`src/rtl/dma_host_initiator.sv`:
```
// DMA host initiator: takes one copy command, range-checks it against the
// DMA memory map, programs SRC/DST/SIZE/CSR over a simple req/ack bus, then
// polls CSR until DONE, ERROR or the poll limit and returns a status pulse.
module dma_host_initiator #(
  parameter int ADDR_WIDTH    = 16,
  parameter int DATA_WIDTH    = 16,
  parameter int MEM_SIZE_WORD = 'h4000,
  parameter int POLL_GAP      = 4,
  parameter int POLL_LIMIT    = 1024
) (
  input  logic                  clk,
  input  logic                  rst,
  input  logic                  cmd_valid,
  output logic                  cmd_ready,
  input  logic [ADDR_WIDTH-1:0] cmd_src,
  input  logic [ADDR_WIDTH-1:0] cmd_dst,
  input  logic [DATA_WIDTH-1:0] cmd_size,
  output logic                  rsp_valid,
  output logic [1:0]            rsp_status,
  output logic                  busy,
  output logic                  bus_req,
  output logic                  bus_we,
  output logic [ADDR_WIDTH-1:0] bus_addr,
  output logic [DATA_WIDTH-1:0] bus_wdata,
  input  logic [DATA_WIDTH-1:0] bus_rdata,
  input  logic                  bus_ack
);

  localparam int SUM_W = ADDR_WIDTH + 2;
  localparam int PW    = $clog2(POLL_LIMIT + 1);
  localparam int GW    = (POLL_GAP < 1) ? 1 : $clog2(POLL_GAP + 1);

  localparam logic [SUM_W-1:0]      MEM_END   = SUM_W'(MEM_SIZE_WORD * 2);
  localparam logic [ADDR_WIDTH-1:0] ADDR_CSR  = ADDR_WIDTH'('h8000);
  localparam logic [ADDR_WIDTH-1:0] ADDR_SIZE = ADDR_WIDTH'('h8002);
  localparam logic [ADDR_WIDTH-1:0] ADDR_DST  = ADDR_WIDTH'('h8004);
  localparam logic [ADDR_WIDTH-1:0] ADDR_SRC  = ADDR_WIDTH'('h8006);

  localparam logic [1:0] ST_OK      = 2'd0;
  localparam logic [1:0] ST_DMA_ERR = 2'd1;
  localparam logic [1:0] ST_BAD_ARG = 2'd2;
  localparam logic [1:0] ST_TIMEOUT = 2'd3;

  typedef enum logic [3:0] {
    S_IDLE, S_CHECK, S_WR_SRC, S_WR_DST, S_WR_SIZE, S_WR_GO,
    S_POLL_RD, S_POLL_WAIT, S_RESP
  } state_t;

  state_t                state_reg, state_next;
  logic [ADDR_WIDTH-1:0] src_reg, src_next, dst_reg, dst_next;
  logic [DATA_WIDTH-1:0] size_reg, size_next;
  logic [PW-1:0]         poll_cnt_reg, poll_cnt_next, poll_cnt_inc;
  logic [GW-1:0]         gap_cnt_reg, gap_cnt_next;
  logic                  wr_done_reg, wr_done_next;
  logic [1:0]            status_reg, status_next;
  logic                  bus_req_reg, bus_req_next, bus_we_reg, bus_we_next;
  logic [ADDR_WIDTH-1:0] bus_addr_reg, bus_addr_next;
  logic [DATA_WIDTH-1:0] bus_wdata_reg, bus_wdata_next;
  logic                  launch;
  logic [SUM_W-1:0]      size_x2, src_end, dst_end;
  logic                  bad_arg;
  logic                  unused_rdata;

  // Only ERROR (bit3) and DONE (bit2) of CSR steer the sequence.
  assign unused_rdata = ^{bus_rdata[DATA_WIDTH-1:4], bus_rdata[1:0]};

  assign cmd_ready  = (state_reg == S_IDLE) && !rst;
  assign busy       = (state_reg != S_IDLE);
  assign rsp_valid  = (state_reg == S_RESP);
  assign rsp_status = status_reg;
  assign bus_req    = bus_req_reg;
  assign bus_we     = bus_we_reg;
  assign bus_addr   = bus_addr_reg;
  assign bus_wdata  = bus_wdata_reg;

  // Range check on the captured command; sums are wide enough to never wrap.
  always_comb begin
    size_x2 = SUM_W'(size_reg) << 1;
    src_end = SUM_W'(src_reg) + size_x2;
    dst_end = SUM_W'(dst_reg) + size_x2;
    bad_arg = (size_reg == '0) || (32'(size_reg) > 32'(MEM_SIZE_WORD)) ||
              src_reg[0] || dst_reg[0] || (src_end > MEM_END) || (dst_end > MEM_END);
  end

  // Next-state, bus request sequencing and response status.
  always_comb begin
    state_next     = state_reg;
    src_next       = src_reg;
    dst_next       = dst_reg;
    size_next      = size_reg;
    poll_cnt_next  = poll_cnt_reg;
    gap_cnt_next   = gap_cnt_reg;
    wr_done_next   = wr_done_reg;
    status_next    = status_reg;
    bus_req_next   = bus_req_reg;
    bus_we_next    = bus_we_reg;
    bus_addr_next  = bus_addr_reg;
    bus_wdata_next = bus_wdata_reg;
    poll_cnt_inc   = poll_cnt_reg + PW'(1);
    launch         = 1'b0;

    case (state_reg)
      S_IDLE: begin
        if (cmd_valid && cmd_ready) begin
          src_next      = cmd_src;
          dst_next      = cmd_dst;
          size_next     = cmd_size;
          poll_cnt_next = '0;
          state_next    = S_CHECK;
        end
      end
      S_CHECK: begin
        if (bad_arg) begin
          status_next = ST_BAD_ARG;
          state_next  = S_RESP;
        end else begin
          state_next = S_WR_SRC;
          launch     = 1'b1;
        end
      end
      // Writes: request until ack, then one idle cycle before the next request.
      S_WR_SRC, S_WR_DST, S_WR_SIZE, S_WR_GO: begin
        if (bus_req_reg && bus_ack) begin
          bus_req_next = 1'b0;
          wr_done_next = 1'b1;
        end else if (wr_done_reg) begin
          wr_done_next = 1'b0;
          launch       = 1'b1;
          case (state_reg)
            S_WR_SRC:  state_next = S_WR_DST;
            S_WR_DST:  state_next = S_WR_SIZE;
            S_WR_SIZE: state_next = S_WR_GO;
            default:   state_next = S_POLL_RD;
          endcase
        end
      end
      S_POLL_RD: begin
        if (bus_req_reg && bus_ack) begin
          bus_req_next  = 1'b0;
          poll_cnt_next = poll_cnt_inc;
          if (bus_rdata[3]) begin
            status_next = ST_DMA_ERR;
            state_next  = S_RESP;
          end else if (bus_rdata[2]) begin
            status_next = ST_OK;
            state_next  = S_RESP;
          end else if (poll_cnt_inc == PW'(POLL_LIMIT)) begin
            status_next = ST_TIMEOUT;
            state_next  = S_RESP;
          end else begin
            gap_cnt_next = '0;
            state_next   = S_POLL_WAIT;
          end
        end
      end
      S_POLL_WAIT: begin
        if (gap_cnt_reg == GW'(POLL_GAP)) begin
          state_next = S_POLL_RD;
          launch     = 1'b1;
        end else begin
          gap_cnt_next = gap_cnt_reg + GW'(1);
        end
      end
      S_RESP:  state_next = S_IDLE;
      default: state_next = S_IDLE;
    endcase

    // A new request is raised in the first cycle of the bus state being entered.
    if (launch) begin
      bus_req_next = 1'b1;
      bus_we_next  = 1'b1;
      case (state_next)
        S_WR_SRC: begin
          bus_addr_next  = ADDR_SRC;
          bus_wdata_next = DATA_WIDTH'(src_reg);
        end
        S_WR_DST: begin
          bus_addr_next  = ADDR_DST;
          bus_wdata_next = DATA_WIDTH'(dst_reg);
        end
        S_WR_SIZE: begin
          bus_addr_next  = ADDR_SIZE;
          bus_wdata_next = size_reg;
        end
        S_WR_GO: begin
          bus_addr_next  = ADDR_CSR;
          bus_wdata_next = DATA_WIDTH'(1);
        end
        default: begin
          bus_we_next    = 1'b0;
          bus_addr_next  = ADDR_CSR;
          bus_wdata_next = '0;
        end
      endcase
    end
  end

  // State and datapath registers with synchronous reset.
  always_ff @(posedge clk) begin
    if (rst) begin
      state_reg     <= S_IDLE;
      src_reg       <= '0;
      dst_reg       <= '0;
      size_reg      <= '0;
      poll_cnt_reg  <= '0;
      gap_cnt_reg   <= '0;
      wr_done_reg   <= 1'b0;
      status_reg    <= ST_OK;
      bus_req_reg   <= 1'b0;
      bus_we_reg    <= 1'b0;
      bus_addr_reg  <= '0;
      bus_wdata_reg <= '0;
    end else begin
      state_reg     <= state_next;
      src_reg       <= src_next;
      dst_reg       <= dst_next;
      size_reg      <= size_next;
      poll_cnt_reg  <= poll_cnt_next;
      gap_cnt_reg   <= gap_cnt_next;
      wr_done_reg   <= wr_done_next;
      status_reg    <= status_next;
      bus_req_reg   <= bus_req_next;
      bus_we_reg    <= bus_we_next;
      bus_addr_reg  <= bus_addr_next;
      bus_wdata_reg <= bus_wdata_next;
    end
  end

endmodule

```
`config.mk`:
```
export PLATFORM = sky130hd
export DESIGN_NAME = dma_host_initiator
export DESIGN_NICKNAME = d
export VERILOG_FILES = /design/src/rtl/dma_host_initiator.sv
export SDC_FILE = /design/constraint.sdc
export NUM_CORES = 1
export LEC_CHECK = 0
export BUFFER_PORTS_ARGS = -buffer_cell sky130_fd_sc_hd__buf_2
export CAP_MARGIN = 20
export CORE_MARGIN = 5
export CORE_UTILIZATION = 25
export CTS_CLUSTER_SIZE = 8
export DETAILED_ROUTE_END_ITERATION = 10
export PLACE_DENSITY = 0.52
export SYNTH_ARGS = -nofsm -noshare
export SYNTH_HDL_FRONTEND = slang
export SYNTH_SLANG_ARGS = --single-unit
```
`constraint.sdc`:
```
create_clock -name clk -period 3.1 [get_ports clk]
set_input_delay 0.465 -clock clk [delete_from_list [all_inputs] [get_ports clk]]
set_output_delay 0.465 -clock clk [all_outputs]
set_load 0.005 [all_outputs]
```
==> flow_summary.ini <==
[run_status]
status = finished, violations left
violations = setup timing

[cells_and_area]
final_area_sq_mm = 0.00831
drive_gt1_frac = 0.310
regArea_sq_mm = 0.00182
instances_no_fill = 1296
nNetsFinal = 1075
multi_input_area_sq_mm = 0.00418
antenna-diode-count = 0
utilization = 0.352
nFillCells = 2581
syn_to_final_growth_pct = 37.7

[yosys]
synth.distinct_cells = 65
ys.warnings.count = 0
syn_area_per_cell_sq_um = 7.62
synth_seq_cells = 90
async_flop_share = 0
synth_top_flop_cell = dfxtp_1
synthCells = 792
synth-edff-count = 0
netlist_area_sq_mm = 0.00603
synth_seq_area_share = 0.299

[route]
wirelength_mm = 20.3
ant_nets = 0
dr.pass1.iters = 5
vias_per_cell = 4.87
via_count = 6309
drt_iter0_markers = 432
wire_per_inst_um = 15.7
drc_errors = 0

[grt]
grt_start_max_net_pins = 99
grt_overflow = 0
grtUsageTotal = 0.151
use_met2 = 0.234
grt_pass1_wl_mm = 32.6
globalRouteMet1Util = 0.215
gr-usage-met3 = 0.0295
grt.busiest_layer = met2
antenna_found_initial = 0
grt_pass1_vias = 6109

[place]
portBuffers = 79
numPlacedInstances = 1271
postPlaceCellArea_sq_mm = 0.00764
place.gp.congestion = 0.859
dpl.hpwl_mm = 15.0

[clock_network]
postCtsHoldBufs = 0
tritoncts = built
clk_pin_slew_ps = 80
cts_made_buffers = 9
h-tree-depth = 3
numClockSinks = 90
clk_path_buf_depth = 2
root_buffer = clkbuf_16
clkLatencyLatePin_ps = 360

[power]
p_leak_nw = 3.33
power_density_mw_per_mm2 = 412
irDropWorstVdd_mv = 0.220

[die]
start_util = 0.255
core_area_sq_mm = 0.0236
io_pins = 107
die_w_um = 165
die_area_sq_mm = 0.0273
die_y_um = 165
rows = 56

[sta]
period_share = 1.14
worst_pin_slew_ps = 1040
setup_viol = 25
period_minus_slack_ps = 3520
rsz0062_at_grt = yes
fmax_mhz = 284
setup_ws_ps = -419
slew_headroom = 0.308
finalHoldViolations = 0
holdWs_ps = 295
fin_skew_ps = 15.5
tns_ps = -8440
drv_slew = 0

[worst_setup_path]
reg2reg_from = size_reg[0]
cp.required_ps = 3300
start_kind = register
critPathMaxFanout = 8
cp.arrival_ps = 3720
critPathLaunch = size_reg[0]
endpoint_kind = register
worstSetupPathType = reg2reg
reg2reg_depth = 15

[worst_hold_path]
min_path_cells = 3
hold_class = in2reg
hp-start = cmd_size[5]

[job]
cap_violations = 0
-- where the power goes --
group	switching, mW	internal [mW]	total [mW]
clock	0.520	0.700	1.22
sequential	0.0679	1.22	1.29
combinational	0.471	0.447	0.918
-- cell families after synthesis --
logic type,count (synthesis),share of synthesized area
fa+ha+maj,35,0.0751
compound gates,260,0.280
other cells,1,0.000622
simple gates,301,0.246
buf+inv,80,0.0614
xor+xnor,16,0.0232
flops,90,0.299
mux,9,0.0149
-- path summary, 6_finish.rpt --
path / slack [ps] / endpoint
max: -420 / bus_wdata[11]
min: 290 / size_reg[5]
max reg2reg: -420 / bus_wdata[11]
min reg2reg: 450 / bus_addr[15]
-- layout make-up --
type                       instances  area share
inverter                          17     0.00768
timing repair buffer             220       0.183
sequential                        90       0.219
multi-input combinational        634       0.503
clock buffer                      11      0.0318
clock inverter                     5     0.00693
tap                              319      0.0480
-- worst max-delay path, cell delays in order, from the launching register on --
cell       delay, ps
dfxtp_4          360
ha_4             160
fa_2             370
xor2_1           160
nor4_1           280
and4_1           250
o2111ai_2        110
nor4_2           150
nand4_1          130
o41a_1           500
nor4_4           300
buf_6            180
buf_6            120
buf_16           120
a21o_1           100
a221oi_2          60
-- layout by cell type, fill, tap and decap left out, drive strengths merged, types with 5 or more instances in the layout --
| cell | instances |
|---|---|
| and3 | 6 |
| xor2 | 8 |
| a22oi | 16 |
| a21oi | 47 |
| xnor2 | 8 |
| buf | 220 |
| nor2 | 51 |
| nor4 | 10 |
| dfxtp | 90 |
| o21bai | 6 |
| nand2 | 107 |
| a31oi | 14 |
| nor2b | 8 |
| clkbuf | 11 |
| o21ai | 86 |
| o21a | 5 |
| inv | 19 |
| and2 | 6 |
| a221oi | 17 |
| conb | 13 |
| a311oi | 6 |
| nand2b | 56 |
| nand3 | 16 |
| a211oi | 8 |
| a21o | 24 |
| a311o | 5 |
| mux2i | 9 |
| nand4 | 8 |
| nor3 | 15 |
| ha | 33 |
-- repair_timing --
item / CTS / global route
setup endpoints to repair: 23 / 25
gates cloned: 3 / 0
gates resized for setup: 24 / 42
setup buffers: 3 / 3
pin swaps: 6 / 28
-- synth_stat cells, drive strengths merged (5+ instances only) --
master / n / area (sq um)
a221oi: 17 / 155
o21a: 5 / 37.5
o21bai: 6 / 45.0
nor2: 51 / 191
dfxtp: 90 / 1800
a21o: 24 / 180
a311o: 5 / 50.1
mux2i: 9 / 90.1
nand4: 8 / 50.1
clkbuf: 38 / 143
buf: 25 / 164
a211oi: 8 / 70.1
ha: 33 / 413
a21oi: 47 / 239
xor2: 8 / 70.1
and3: 6 / 37.5
a31oi: 14 / 87.6
nand3: 16 / 80.1
and2: 6 / 37.5
a22oi: 16 / 120
nand2b: 56 / 350
nor4: 10 / 68.8
a311oi: 6 / 52.6
xnor2: 8 / 70.1
inv: 17 / 63.8
nor2b: 8 / 50.1
nand2: 107 / 402
o21ai: 86 / 430
nor3: 15 / 75.1
-- layer usage --
layer | part of all wire | vias to the layer above
met1 | 0.49 | 2920
met3 | 0.054 | 21
met4 | 0.017 | 0
met2 | 0.44 | 159
li1 | - | 3209
met5 | 0 | -
-- per-stage QoR --
stage | total power, mW | setup WS (ps)
finish | 3.42 | -419
global placement | 2.16 | -375
detailed placement | 2.16 | -465
global route | 3.62 | -607
floorplan | 1.77 | -111
CTS | 3.43 | -337
Note: power is estimated with default switching activity, not from simulation.
